--- config.mk ---
export PLATFORM = sky130hd
export DESIGN_NAME = dbg_tx_arbiter
export DESIGN_NICKNAME = d
export VERILOG_FILES = /design/src/rtl/dbg_tx_arbiter_pkg.sv /design/src/rtl/dbg_tx_arbiter_rr_arbiter.sv /design/src/rtl/dbg_tx_arbiter.sv
export SDC_FILE = /design/constraint.sdc
export NUM_CORES = 1
export LEC_CHECK = 0
export BUFFER_PORTS_ARGS = -buffer_cell sky130_fd_sc_hd__clkbuf_2
export CAP_MARGIN = 5
export CORE_MARGIN = 8
export CORE_UTILIZATION = 40
export DETAILED_ROUTE_END_ITERATION = 12
export PLACE_DENSITY = 0.63
export RECOVER_POWER = 100
export SETUP_SLACK_MARGIN = 0.5
export SKIP_CTS_REPAIR_TIMING = 1
export SYNTH_ARGS = -nofsm -noshare
export SYNTH_HDL_FRONTEND = slang
export SYNTH_SLANG_ARGS = --single-unit
--- constraint.sdc ---
create_clock -name clk -period 11.7 [get_ports clk]
set_input_delay 1.755 -clock clk [delete_from_list [all_inputs] [get_ports clk]]
set_output_delay 1.755 -clock clk [all_outputs]
set_load 0.05 [all_outputs]
--- src/rtl/dbg_tx_arbiter_pkg.sv ---
// Shared types, constants and ASCII helpers for the debug transmit arbiter.
//   state_t      : arbiter FSM states
//   xfer_t       : latched payload of the granted command unit
//   nib_to_ascii : one hex nibble to its ASCII character
//   char_at      : character k of a latched payload
package dbg_tx_pkg;

  typedef enum logic [1:0] {
    IDLE = 2'd0,
    SEND = 2'd1,
    ACK  = 2'd2,
    HOLD = 2'd3
  } state_t;

  localparam logic TYPE_BYTE = 1'b0;
  localparam logic TYPE_WORD = 1'b1;

  localparam logic [7:0] ASCII_0 = 8'h30;
  localparam logic [7:0] ASCII_A = 8'h41;
  localparam logic [7:0] ASCII_a = 8'h61;

  localparam int unsigned WORD_W     = 32;
  localparam int unsigned WORD_CHARS = 8;
  localparam int unsigned IDX_W      = 3;

  typedef struct packed {
    logic              typ;
    logic [WORD_W-1:0] word;
  } xfer_t;

  // Hex nibble to ASCII, upper or lower case letters.
  function automatic logic [7:0] nib_to_ascii(input logic [3:0] nib, input logic upper);
    if (nib < 4'd10)
      return ASCII_0 + 8'(nib);
    else if (upper)
      return ASCII_A + 8'(nib - 4'd10);
    else
      return ASCII_a + 8'(nib - 4'd10);
  endfunction

  // Character idx of a payload: raw low byte, or nibble idx counted from the MSB.
  function automatic logic [7:0] char_at(input logic [WORD_W-1:0] word, input logic typ,
                                         input logic [IDX_W-1:0] idx, input logic upper);
    logic [4:0] sh;
    logic [3:0] nib;
    sh  = 5'd28 - {idx, 2'b00};
    nib = 4'(word >> sh);
    if (typ == TYPE_BYTE)
      return word[7:0];
    return nib_to_ascii(nib, upper);
  endfunction

endpackage

--- src/rtl/dbg_tx_arbiter_rr_arbiter.sv ---
// Combinational round-robin arbiter.
//   req          : request vector
//   ptr          : index searched first
//   mask         : eligibility mask (all ones when no lock owner is active)
//   grant_c      : one-hot grant
//   grant_idx_c  : index of the granted requester
//   grant_vld_c  : a requester was granted
module rr_arbiter #(
  parameter  int unsigned N_REQ = 4,
  localparam int unsigned IW    = $clog2(N_REQ)
) (
  input  logic [N_REQ-1:0] req,
  input  logic [IW-1:0]    ptr,
  input  logic [N_REQ-1:0] mask,
  output logic [N_REQ-1:0] grant_c,
  output logic [IW-1:0]    grant_idx_c,
  output logic             grant_vld_c
);

  // First eligible requester at or after ptr, wrapping at N_REQ-1.
  always_comb begin
    logic [N_REQ-1:0] elig;
    int unsigned      j;
    elig        = req & mask;
    j           = 0;
    grant_c     = '0;
    grant_idx_c = '0;
    grant_vld_c = 1'b0;
    for (int unsigned i = 0; i < N_REQ; i++) begin
      j = (32'(ptr) + i) % N_REQ;
      if (!grant_vld_c && elig[IW'(j)]) begin
        grant_vld_c        = 1'b1;
        grant_c[IW'(j)]    = 1'b1;
        grant_idx_c        = IW'(j);
      end
    end
  end

endmodule

--- src/rtl/dbg_tx_arbiter.sv ---
// Shares the serial transmitter between debug command units. Grants one
// requester, streams its payload as ASCII bytes on a valid/ready port and
// pulses ack_tx to that requester. A locking requester keeps ownership
// across consecutive requests so multi-message printouts never interleave.
//   clk, rst  : clock, synchronous active-high reset
//   req_tx    : per-unit request, held until ack
//   type_tx   : per-unit payload type (0 raw byte, 1 hex word)
//   lock_tx   : per-unit ownership lock
//   dout_tx   : concatenated 32-bit payloads, unit i at [32i+31:32i]
//   ack_tx    : one-cycle completion pulse to the granted unit
//   tx_data, tx_vld, tx_rdy : byte stream to the UART transmitter
//   busy      : arbiter not idle
//   grant_id  : current or last granted unit
module dbg_tx_arbiter
  import dbg_tx_pkg::*;
#(
  parameter  int unsigned N_REQ     = 4,
  parameter  int unsigned HEX_UPPER = 1,
  localparam int unsigned IW        = $clog2(N_REQ)
) (
  input  logic                  clk,
  input  logic                  rst,
  input  logic [N_REQ-1:0]      req_tx,
  input  logic [N_REQ-1:0]      type_tx,
  input  logic [N_REQ-1:0]      lock_tx,
  input  logic [WORD_W*N_REQ-1:0] dout_tx,
  output logic [N_REQ-1:0]      ack_tx,
  output logic [7:0]            tx_data,
  output logic                  tx_vld,
  input  logic                  tx_rdy,
  output logic                  busy,
  output logic [IW-1:0]         grant_id
);

  localparam logic UPPER = (HEX_UPPER != 0);

  state_t             state;
  xfer_t              xfer_q;
  logic [IDX_W-1:0]   idx_q;
  logic [IW-1:0]      ptr_q;
  logic [IW-1:0]      owner_q;
  logic               owner_vld_q;

  logic               lock_act_c;
  logic [N_REQ-1:0]   mask_c;
  logic [N_REQ-1:0]   win_c;
  logic [IW-1:0]      win_idx_c;
  logic               win_vld_c;
  logic               win_typ_c;
  logic               win_lock_c;
  logic [WORD_W-1:0]  win_word_c;
  logic               last_c;

  // An active lock restricts eligibility to the owner alone.
  assign lock_act_c = owner_vld_q && lock_tx[owner_q];
  assign mask_c     = lock_act_c ? (N_REQ'(1) << owner_q) : '1;

  rr_arbiter #(.N_REQ(N_REQ)) u_rr (
    .req         (req_tx),
    .ptr         (ptr_q),
    .mask        (mask_c),
    .grant_c     (win_c),
    .grant_idx_c (win_idx_c),
    .grant_vld_c (win_vld_c)
  );

  assign win_typ_c  = |(type_tx & win_c);
  assign win_lock_c = |(lock_tx & win_c);
  assign win_word_c = dout_tx[{win_idx_c, 5'd0} +: WORD_W];
  assign last_c     = (xfer_q.typ == TYPE_BYTE) || (idx_q == IDX_W'(WORD_CHARS - 1));

  // Arbiter FSM with registered outputs.
  always_ff @(posedge clk) begin
    if (rst) begin
      state       <= IDLE;
      ack_tx      <= '0;
      tx_vld      <= 1'b0;
      tx_data     <= '0;
      busy        <= 1'b0;
      grant_id    <= '0;
      ptr_q       <= '0;
      owner_q     <= '0;
      owner_vld_q <= 1'b0;
      xfer_q      <= '0;
      idx_q       <= '0;
    end else begin
      ack_tx <= '0;
      case (state)
        IDLE: begin
          // A lock dropped while idle releases ownership before arbitration.
          if (owner_vld_q && !lock_tx[owner_q])
            owner_vld_q <= 1'b0;
          if (win_vld_c) begin
            xfer_q      <= '{typ: win_typ_c, word: win_word_c};
            grant_id    <= win_idx_c;
            idx_q       <= '0;
            tx_data     <= char_at(win_word_c, win_typ_c, '0, UPPER);
            tx_vld      <= 1'b1;
            busy        <= 1'b1;
            owner_q     <= win_idx_c;
            owner_vld_q <= win_lock_c;
            ptr_q       <= (win_idx_c == IW'(N_REQ - 1)) ? '0 : win_idx_c + IW'(1);
            state       <= SEND;
          end
        end
        SEND: begin
          if (tx_rdy) begin
            if (last_c) begin
              tx_vld <= 1'b0;
              ack_tx <= N_REQ'(1) << grant_id;
              state  <= ACK;
            end else begin
              idx_q   <= idx_q + IDX_W'(1);
              tx_data <= char_at(xfer_q.word, xfer_q.typ, idx_q + IDX_W'(1), UPPER);
            end
          end
        end
        ACK: begin
          state <= HOLD;
        end
        HOLD: begin
          // Requests are ignored here so the just-acked unit's stale req is dropped.
          if (owner_vld_q && !lock_tx[owner_q])
            owner_vld_q <= 1'b0;
          busy  <= 1'b0;
          state <= IDLE;
        end
        default: begin
          state <= IDLE;
        end
      endcase
    end
  end

endmodule
==> results of run 1 <==
## worst max-delay path, delay by kind of cell
family | cells | cell delay (ns)
AOI/OAI and AO/OA | 5 | 1.41
adders and majority gates | 1 | 0.29
muxes | 4 | 1.87
buffers and inverters | 2 | 2.24
and+or+nand+nor | 3 | 0.33
## cell type report
cell class                 count  area (µm²)
clock inverter                 5        78.8
inverter                      16        60.1
clock buffer                  11         243
fill                        1245        5970
sequential                    57        1140
tap                          147         184
multi-input combinational    550        3380
timing repair buffer         164         803
## cells in the mapped netlist (3+ instances only)
master	n	area, µm²
nand3_1	73	365
a211o_1	3	26.3
nor4_1	4	25.0
clkbuf_1	33	124
buf_2	5	25.0
a211oi_1	9	67.6
ha_1	22	275
inv_1	15	56.3
dfxtp_1	57	1140
a2111oi_0	3	26.3
nor3_1	4	20.0
o211ai_1	4	30.0
a21oi_1	50	250
buf_1	7	26.3
a22oi_1	8	60.1
a31oi_1	7	43.8
o2111ai_1	4	35.0
xnor2_1	6	52.6
nand2_1	170	638
and4_1	3	26.3
o21ai_1	6	30.0
mux2_2	8	90.1
or3_1	3	18.8
mux4_2	9	203
o21ai_0	17	85.1
mux2i_1	19	190
o22ai_1	3	18.8
and3_1	4	25.0
and2_1	8	50.1
nor2_1	48	180
## through the flow
stage	hold slack (ns)	instances	instance area, µm²	power, µW	setup slack [ns]
final	0.453	950	5890	2210	3.96
after global routing	0.470	950	5890	2400	3.52
after CTS	0.456	950	5950	2210	6.13
after detailed placement	0.449	934	5630	1920	5.81
after global placement	0.442	934	5630	1880	6.00
after floorplan	0.433	669	4790	1550	6.35
## cells by family (layout without fill, tap and decap cells)
| kind of cell | after synthesis | count (layout) |
|---|---|---|
| buf+inv | 62 | 196 |
| xor+xnor | 9 | 9 |
| compound gates | 149 | 149 |
| mux | 38 | 38 |
| flops | 57 | 57 |
| simple gates | 332 | 332 |
| fa+ha+maj | 22 | 22 |
## report_power, final
part / leakage (µW) / total (µW) / internal, µW / switching (µW)
Clock: 0.000159 / 281 / 192 / 89.0
Combinational: 0.00200 / 1590 / 600 / 995
Sequential: 0.000470 / 338 / 264 / 74.7
## sequential cells by signal, indices dropped and copies added (netlist names)
signal and flops:
ack_tx 4, busy 1, idx_q 3, owner_q 2
owner_vld_q 1, ptr_q 2, state 2, tx_data 8
tx_vld 1, xfer_q 33
## routing by layer
metal	part of all wire	wire, µm	global-route usage	vias up
li1	-	-	-	2657
met1	0.46	7780	0.264	2457
met2	0.44	7370	0.339	274
met3	0.084	1420	0.0616	31
met4	0.019	318	0.0516	2
met5	0.00077	13	0	-
## how the worst max path moves through the flow
stage                           from  cells past startpoint  slack (ns)    endpoint
after floorplan           lock_tx[0]                     15        6.35  tx_data[3]
after global placement    lock_tx[0]                     15        6.00  tx_data[3]
after detailed placement  lock_tx[0]                     15        5.81  tx_data[3]
after CTS                 lock_tx[0]                     15        6.13  tx_data[3]
after global routing      lock_tx[2]                     15        3.52  tx_data[6]
final                     lock_tx[2]                     15        3.96  tx_data[6]
==> flow_summary.yaml, run 1 <==
hold_path:
  min_to: "idx_q[1]"
  hp-start: "idx_q[1]"
  hold_path_class: "flip-flop to flip-flop"
  worstHoldPathCells: 2
power:
  ir_drop_mv: 0.196
  static-leakage-power_uw: 0.00263
  powerDensity_nw_per_um2: 376
setup_path:
  worst_ep_required_time_ns: 11.89
  slowest_delay_ns: 2.14
  r2r_slack_ns: 4.73
  worst_r2r_endpoint: "tx_data[6]"
  ff2ff_path_depth: 16
  path_class: "input pin to flip-flop"
  cp_max_fo: 63
  reg2reg_from: "ptr_q[0]"
  cp-start-kind: "input pin"
  end_kind: "flip-flop"
  crit_chain: "clkbuf_1, mux2_1, a211o_1, a211oi_1, a32oi_1, nand2_2, clkbuf_1, mux2i_1, mux2i_1, ha_1, nand2_1, nor2_1, o21ai_1, mux2_2, o41ai_1"
  slowest_stage: "clkbuf_1"
  cp.arrival_ns: 7.93
sta:
  grt_setup_unrepaired: "false"
  max_freq_mhz: 129
  slew_headroom: -1.02
  tns_ns: 0
  maxSlewViolCount: 169
  setup_violations: 0
  worst_pin_slew_ns: 3.03
  clock_skew_ns: 0.00601
  period_needed_ns: 7.74
  finalHoldViolations: 0
  fin_crit_sh: 0.662
cells_and_area:
  syn_to_final_growth_pct: 23.0
  final_common_cell: "nand2_1"
  nNetsFinal: 963
  diodes: 0
  drive_gt1_frac: 0.234
  mostFrequentLayoutCells: "nand2_1 (169), clkbuf_2 (141), nand3_1 (73), dfxtp_1 (57), a21oi_1 (50)"
  post-route-util: 0.497
global_route:
  antenna_found_initial: 1
  grt_pass1_vias: 5461
  grt-ovfl-total: 0
  grt_pass1_wl_um: 27200
  grt_use_total: 0.209
  grt_max_degree: 64
clock_network:
  ctsHtreeMaxLevel: 3
  cts_buffer_depth: 2
  clock_sinks: 57
  clk_latency_ns: 0.32
  cts-root-buf: "clkbuf_16"
  tritoncts: "done"
  clk_pin_slew_ns: 0.05
  cts_buffers: 9
logic_synthesis:
  synth-simple-area-share: 0.305
  synth_top_family_by_area: "simple AND/OR/NAND/NOR gates"
  synth_edf_count: 0
  synth-xor-area-share: 0.0219
  syn_area_per_cell_um2: 7.16
  syn-instance-count: 669
  syn_nets: 834
  ys.flop_type: "dfxtp_1"
  synthAdderAreaFrac: 0.0575
  syn-cell-area_um2: 4790
  synth.distinct_cells: 75
  synthMuxAreaShare: 0.107
  ys_seq_area_frac: 0.238
  synth-seq-cells: 57
  synth_compound_area_frac: 0.218
  synth_warnings: 0
  synthArstFlopShare: 0
floorplanning:
  die_y_um: 125
  rows: 40
  dieWidth_um: 125
  start_util: 0.404
  io_pins: 159
  core_um2: 11900
  fp.dieArea_um2: 15700
route:
  drtAntennaViolNets: 0
  drt_wl_total_um: 16900
  drc: 0
  firstDrtPassIters: 5
  vias: 5421
  initialDrtViolationCount: 399
  viasPerCell: 5.71
  wire_per_inst_um: 17.8
place:
  dp_hpwl_um: 13200
  gp_congestion: 0.905
  port_buffers: 158
run:
  cap_viol_max_count: 3
status:
  status: "finished, violations left"
  violations: "max-capacitance violations, max-slew violations"
No activity file was read; power rests on OpenSTA's default activity.
==> inputs of run 2 (changes only) <==
--- a/config.mk
+++ b/config.mk
@@ -5,6 +5,7 @@
 export SDC_FILE = /design/constraint.sdc
 export NUM_CORES = 1
 export LEC_CHECK = 0
+export ABC_AREA = 1
 export BUFFER_PORTS_ARGS = -buffer_cell sky130_fd_sc_hd__clkbuf_2
 export CAP_MARGIN = 5
 export CORE_MARGIN = 8
==> constraint.sdc (replaced) <==
create_clock -name clk -period 7.2 [get_ports clk]
set_input_delay 1.08 -clock clk [delete_from_list [all_inputs] [get_ports clk]]
set_output_delay 1.08 -clock clk [all_outputs]
set_load 0.05 [all_outputs]
==> run 2 against run 1 <==
Effect of this change:
- the run still ends with max-capacitance violations, max-slew violations left
- core utilization grew 0.32 points
- critical endpoint is now ptr_q[1]
- worst setup slack got worse by 2.4 ns
- critical path depth rose by 4
==> flow_summary.yaml, run 2 <==
cells_and_area:
  final_common_cell: "clkbuf_2"
  mostFrequentLayoutCells: "clkbuf_2 (140), nand2_1 (128), inv_1 (81), nor2_1 (81), o21ai_0 (69)"
  nNetsFinal: 1017
  drive_gt1_frac: 0.228
  post-route-util: 0.500
  diodes: 0
  largest_reg_flops: 33
  top_register: "xfer_q"
  largestRegisters: "xfer_q (33), tx_data (8), ack_tx (4)"
  syn_to_final_growth_pct: 21.5
floorplanning:
  die_y_um: 124
  rows: 39
  start_util: 0.411
  io_pins: 159
  core_um2: 11400
  dieWidth_um: 124
  fp.dieArea_um2: 15500
sta:
  grt_setup_unrepaired: "false"
  clock_skew_ns: 0.00570
  tns_ns: 0
  setup_violations: 0
  worst_pin_slew_ns: 2.40
  maxSlewViolCount: 56
  period_needed_ns: 5.64
  slew_headroom: -0.601
  fin_crit_sh: 0.784
  fin_ws_ns: 1.56
  finalHoldViolations: 0
  max_freq_mhz: 177
  hold_slack_ns: 0.470
global_route:
  grt_max_degree: 67
  grt_pass1_wl_um: 25600
  grt-ovfl-total: 0
  antenna_found_initial: 0
  grt_use_total: 0.197
  grt_pass1_vias: 5025
logic_synthesis:
  synth.distinct_cells: 42
  ys_seq_area_frac: 0.243
  syn-cell-area_um2: 4700
  syn_nets: 887
  yosys.area.top_type: "dfxtp_1"
  netlist.area_leader.share: 0.243
  synth.most_common_cell: "nand2_1"
  ys.flop_type: "dfxtp_1"
  syn-instance-count: 722
  synth_edf_count: 0
  syn_area_per_cell_um2: 6.51
  synth_common_cells: "nand2_1 (125), inv_1 (80), nor2_1 (80), o21ai_0 (68), dfxtp_1 (57)"
  synth_warnings: 0
  synth_area_leaders: "dfxtp_1 (24%), nand2_1 (10%), o21ai_0 (7.2%), inv_1 (6.4%), nor2_1 (6.4%)"
  synthArstFlopShare: 0
  synth-seq-cells: 57
setup_path:
  cp.arrival_ns: 5.87
  crit_chain: "clkbuf_2, nand2_1, nand2_1, nand2_2, nand2_1, nand3_1, nand3_2, nand2_2, nand2_4, nand2_4, nor2_1, nand3b_1, inv_1, nor2_1, clkbuf_1, inv_2, nor2_1, a21oi_1, a221oi_1"
  slowest_stage: "clkbuf_1"
  crit_buf_inv: 4
  slowest_delay_ns: 1.73
  worst_ep_required_time_ns: 7.43
  cp_top_family: "buffers and inverters"
  cp-start-kind: "input pin"
  cp_max_fo: 55
  end_kind: "flip-flop"
  path_class: "input pin to flip-flop"
power:
  powerDensity_nw_per_um2: 624
  static-leakage-power_uw: 0.00284
  power_uw: 3560
  ir_drop_mv: 0.373
clock_network:
  clk_pin_slew_ns: 0.06
  cts_buffer_depth: 2
  cts-root-buf: "clkbuf_16"
  ctsHtreeMaxLevel: 3
  clock_sinks: 57
  clk_latency_ns: 0.33
  cts_buffers: 9
  tritoncts: "done"
route:
  firstDrtPassIters: 5
  viasPerCell: 5.35
  wire_per_inst_um: 16.1
  initialDrtViolationCount: 388
  drtAntennaViolNets: 0
  drc: 0
  vias: 5350
  drt_wl_total_um: 16100
hold_path:
  hold_path_class: "flip-flop to flip-flop"
run:
  cap_viol_max_count: 1
place:
  port_buffers: 158
  place_ws_ns: 2.03
  dp_hpwl_um: 12400
  gp_congestion: 0.969
status:
  status: "finished, violations left"
  violations: "max-capacitance violations, max-slew violations"
## run 2: cell count changes after synthesis, moves of 20 or more
cell,delta
inv_1,+65
nand2_1,-45
nand3_1,-34
nor2_1,+32
o211ai_1,+27
o21ai_0,+51
o21ai_1,+26
o221ai_1,+20
## run 2: worst paths after layout
check / start / cells past startpoint / slack [ns] / endpoint
worst max-delay path: lock_tx[3] / 19 / 1.56 / ptr_q[1]
worst max register to register: ptr_q[1] / 14 / 1.69 / ptr_q[1]
worst min-delay path: tx_data[2] / 2 / 0.47 / tx_data[2]
worst min register to register: tx_data[2] / 2 / 0.47 / tx_data[2]
## run 2: cell families (layout without fill, tap and decap cells)
family | count (synthesis) | in the layout | share of synthesized area
simple gates | 291 | 291 | 0.294
xor+xnor | 4 | 4 | 0.00746
compound gates | 221 | 221 | 0.281
flops | 57 | 57 | 0.243
buf+inv | 127 | 262 | 0.116
fa+ha+maj | 22 | 22 | 0.0586
## run 2: report_power, final
group          internal [µW]  switching (µW)  total [µW]  leakage, µW
registers                436            98.4         535     0.000472
clock network            306             167         473     0.000157
logic                    787            1760        2550      0.00221
total                   1530            2030        3560      0.00284
## run 2: area by class of cell
type	instances	area [µm²]
Tap cell	143	179
Clock inverter	7	103
Multi-Input combinational cell	538	2960
Clock buffer	9	225
Sequential cell	57	1140
Inverter	87	327
Timing Repair Buffer	159	772
Fill cell	1175	5710
## run 2: stage by stage
stage | cells | instance area, µm²
after CTS | 1000 | 5790
after detailed placement | 984 | 5470
after floorplan | 722 | 4700
after global placement | 984 | 5470
after global routing | 1000 | 5710
final | 1000 | 5710
## run 2: worst min-delay path: cells and delay by family, from the launching register on
| kind | cells | cell delay, ns |
|---|---|---|
| AO/OA/AOI/OAI | 1 | 0.06 |
| flip-flops | 1 | 0.31 |
| AND/OR/NAND/NOR | 1 | 0.06 |
## run 2: metal layers
| layer | global-route usage | share of wire | vias up |
|---|---|---|---|
| met5 | 0 | 0 | - |
| met4 | 0.0496 | 0.012 | 0 |
| met3 | 0.0528 | 0.080 | 17 |
| met2 | 0.293 | 0.42 | 205 |
| met1 | 0.273 | 0.49 | 2416 |
| li1 | - | - | 2712 |
